**config.mk**
```make
export PLATFORM = sky130hd
export DESIGN_NAME = mux_sel_serializer
export DESIGN_NICKNAME = d
export VERILOG_FILES = /design/src/rtl/mux_sel_serializer.sv
export SDC_FILE = /design/constraint.sdc
export NUM_CORES = 1
export LEC_CHECK = 0
export ABC_AREA = 1
export BUFFER_PORTS_ARGS = -buffer_cell sky130_fd_sc_hd__buf_2
export CAP_MARGIN = 20
export CORE_AREA = 2 2 39 41
export DETAILED_ROUTE_END_ITERATION = 8
export DIE_AREA = 0 0 41 43
export GPL_TIMING_DRIVEN = 0
export MAX_ROUTING_LAYER = met4
export PLACE_DENSITY = 0.82
export SYNTH_ARGS = -nofsm -noshare
export SYNTH_HDL_FRONTEND = slang
export SYNTH_SLANG_ARGS = --single-unit
```
**constraint.sdc**
```tcl
create_clock -name clk -period 2.5 [get_ports clk]
set_input_delay 0.375 -clock clk [delete_from_list [all_inputs] [get_ports clk]]
set_output_delay 0.375 -clock clk [all_outputs]
set_load 0.005 [all_outputs]
```
**src/rtl/mux_sel_serializer.sv**
```systemverilog
// rtl/mux_sel_serializer.sv - parallel word to 8:1 mux select walker with frame markers
module mux_sel_serializer #(
    parameter int WIDTH     = 8,
    parameter int SEL_W     = 3,
    parameter int MSB_FIRST = 0
) (
    input  logic             clk,
    input  logic             rst,
    input  logic             load_valid,
    output logic             load_ready,
    input  logic [WIDTH-1:0] load_data,
    output logic [SEL_W-1:0] sel,
    output logic             ser_out,
    output logic             ser_valid,
    output logic             frame_start,
    output logic             frame_done
);

    localparam logic [0:0] S_IDLE  = 1'b0;
    localparam logic [0:0] S_SHIFT = 1'b1;

    // First and last select index of a word, depending on walk direction
    localparam logic [SEL_W-1:0] START = (MSB_FIRST != 0) ? SEL_W'(WIDTH - 1) : '0;
    localparam logic [SEL_W-1:0] LAST  = (MSB_FIRST != 0) ? '0 : SEL_W'(WIDTH - 1);

    logic [0:0]       state;
    logic [WIDTH-1:0] word_q;
    logic [SEL_W-1:0] sel_q;
    logic             accept;

    // Output decodes of registered state; ready also opens on the last bit
    // so a new word can follow with no bubble, and stays shut during reset
    always_comb begin
        ser_valid   = (state == S_SHIFT);
        ser_out     = ser_valid ? word_q[sel_q] : 1'b0;
        frame_start = ser_valid && (sel_q == START);
        frame_done  = ser_valid && (sel_q == LAST);
        load_ready  = !rst && ((state == S_IDLE) || frame_done);
        accept      = load_valid && load_ready;
        sel         = sel_q;
    end

    // Word capture, select stepping and IDLE/SHIFT sequencing
    always_ff @(posedge clk) begin
        if (rst) begin
            state  <= S_IDLE;
            word_q <= '0;
            sel_q  <= START;
        end else if (accept) begin
            state  <= S_SHIFT;
            word_q <= load_data;
            sel_q  <= START;
        end else if (state == S_SHIFT) begin
            if (frame_done) begin
                state <= S_IDLE;
                sel_q <= START;
            end else if (MSB_FIRST != 0) begin
                sel_q <= sel_q - SEL_W'(1);
            end else begin
                sel_q <= sel_q + SEL_W'(1);
            end
        end
    end

endmodule

```
==> out/results.ini <==
[hold_path]
holdPathStages=3
hp-class=in2reg

[critical_path]
crit_family=flip-flops
cp.depth=5
crit_path_start_kind=flop
arrival_ns=1.64
crit_path_end_kind=primary output
critical_path_class=reg2out
crit_chain=ha_1 > ha_1 > inv_1 > a21oi_4 > buf_2
slowest_stage=dfxtp_1
r2r_cells=7
crit_buf_inv=2
cpMostUsedCell=ha_1
worstPathMaxFanout=9
required_ns=2.12
critical-path-max-stage-delay_ns=0.48

[routing]
ant_nets=0
wl_um=1266
dr.pass1.iters=4
wl_per_cell_um=10.38
vias=594
drt_iter0_markers=5
vias_per_cell=4.869
route.detailed.drc=0

[synth]
synth_cells=85
ys_seq_elements=12
ys_types=17
yosys_warnings=0
yosysTopAreaCell=dfxtp_1
synth_top_cell_area_share=0.3772
ys_seq_area_frac=0.3772
netlist_top_cells_area=dfxtp_1, nand3_1, nand2_1
synthesis.area_um2=636.9
avgSynthCellArea_um2=7.492
synth_nets=99

[die]
design.core.area_mm2=0.001384
die-height_um=43
io_pins=19
die_area_mm2=0.001763
initial_core_util=0.4602
rows=14
die_x_um=41

[sta]
fin_crit_ns=2.017
setup_tns_ns=0
setup_violations=0
fin_crit_sh=0.8067
skew_ns=0.004241
rsz0062_at_grt=no
maxSlewHeadroom=0.8209
worstMarginPinSlew_ns=0.2683
timing_hold_violations_final=0
maxSlewViolCount=0
maxClockFrequency_mhz=495.8

[grt]
grt_pass1_vias=501
grt_util_all_layers=0.1789
grt_max_degree=11
grt_remaining_overflow=0
antenna_found_initial=0
grt_pass1_wl_um=2007

[clock_tree]
clkSlewWorstSetupHoldPaths_ns=0.08
clock_latency_ns=0.28
cts.sinks=12
cts_tree=built
numCtsBuffers=3
post-cts-setup-buffer-count=0
cts_htree_levels=1
clock_path_buffers=2
root_buffer=clkbuf_4
cts_hold_buf=0
cts_resized=0

[layout]
antennaDiodeCount=0
final_cell_mix=nand2_1, nand3_1, buf_2
area_delta_synth_final_pct=22.20
final_common_cell=nand2_1
nets=121
num-fill-cells=140
final_area_um2=778.2
drive_above_1_share=0.2830

[placed_design]
numPortBuffers=17
gp_congestion=0.7740
dp_hpwl_um=986.3
dpl_cell_area_um2=742.0

[job]
cap_violations=0

[power_and_ir_drop]
clock_power_share=0.361
power_frac_comb=0.153
peakVddDrop_v=0.0002843
p_switching_uw=114.6
seq_power_share=0.486
p_per_area_mw_per_mm2=559.6
leakage_nw=0.4019
switching_share=0.2632
intPower_uw=320.9

[outcome]
status=finished, final reports clean

cell type report:
cell class	instances	area, um^2	area share
clock buffers	4	36.28	0.04662
multi-input cells	61	337.8	0.4341
repair buffers	17	85.08	0.1093
flip-flops and latches	12	240.2	0.3087
plain buffers	2	18.77	0.02412
inverters	10	40.04	0.05145
well taps	16	20.02	0.02572
routing by layer:
layer	global-route usage	share of wire	wire length [um]	up-vias
met5	-	0	0	-
met4	0.1400	0.032	40	0
met3	0.04712	0.042	53	4
met2	0.2469	0.47	591	16
met1	0.2092	0.46	580	257
li1	-	-	-	317
synth_stat cells:
cell and count:
nand3_4 1, nand3_1 22, buf_6 1, a21oi_2 2
inv_1 9, buf_4 1, nand2_4 1, nand2_2 1
ha_1 3, a21oi_4 1, a21oi_1 2, inv_4 1
nor2_1 3, and2_1 1, dfxtp_1 12, nand2_1 23
nand3b_1 1
power by group through the flow:
stage | registers [mW] | logic (mW) | clock network (mW)
2_1_floorplan | 0.215 | 0.0459 | 0
3_3_place_gp | 0.216 | 0.0651 | 0
3_5_place_dp | 0.217 | 0.0672 | 0
4_1_cts | 0.212 | 0.0676 | 0.157
5_1_grt | 0.213 | 0.0760 | 0.168
6_report | 0.212 | 0.0665 | 0.157
metrics by stage:
| step | std cells | setup slack [ns] | utilization | power, mW | hold slack [ns] |
|---|---|---|---|---|---|
| after floorplan | 85 | 1.076 | - | 0.2605 | 0.4441 |
| after global placement | 118 | 0.8114 | 0.5362 | 0.2810 | 0.4564 |
| after detailed placement | 118 | 0.7762 | 0.5362 | 0.2837 | 0.4589 |
| after CTS | 122 | 0.4613 | 0.5624 | 0.4370 | 0.3151 |
| after global routing | 122 | 0.3313 | 0.5624 | 0.4570 | 0.3197 |
| final | 122 | 0.4832 | 0.5624 | 0.4355 | 0.3177 |
cell families after synthesis:
family                   Yosys count  share of synthesized area
adder cells (fa/ha/maj)            3                    0.05895
AO/OA/AOI/OAI                      5                    0.06877
flip-flops                        12                     0.3772
AND/OR/NAND/NOR                   53                     0.4028
buffers and inverters             12                    0.09234
state kept, by name (all words and copies together), names as in the netlist:
register,cells
ser_valid,1
sel,3
word_q,8
tightest hold or removal path, delay by kind of cell:
family	cells	cell delay [ns]
simple gates	2	0.12
buf+inv	1	0.08
final timing paths:
path | startpoint | endpoint | slack, ns
worst max-delay path | sel[0]$_SDFFE_PP0P_ | load_ready | 0.48
worst min-delay path | load_data[6] | word_q[6]$_SDFFE_PP0P_ | 0.32
worst max register to register | sel[0]$_SDFFE_PP0P_ | word_q[5]$_SDFFE_PP0P_ | 1.06
worst min register to register | word_q[0]$_SDFFE_PP0P_ | word_q[0]$_SDFFE_PP0P_ | 0.47
Note: power is estimated with default switching activity, not from simulation.
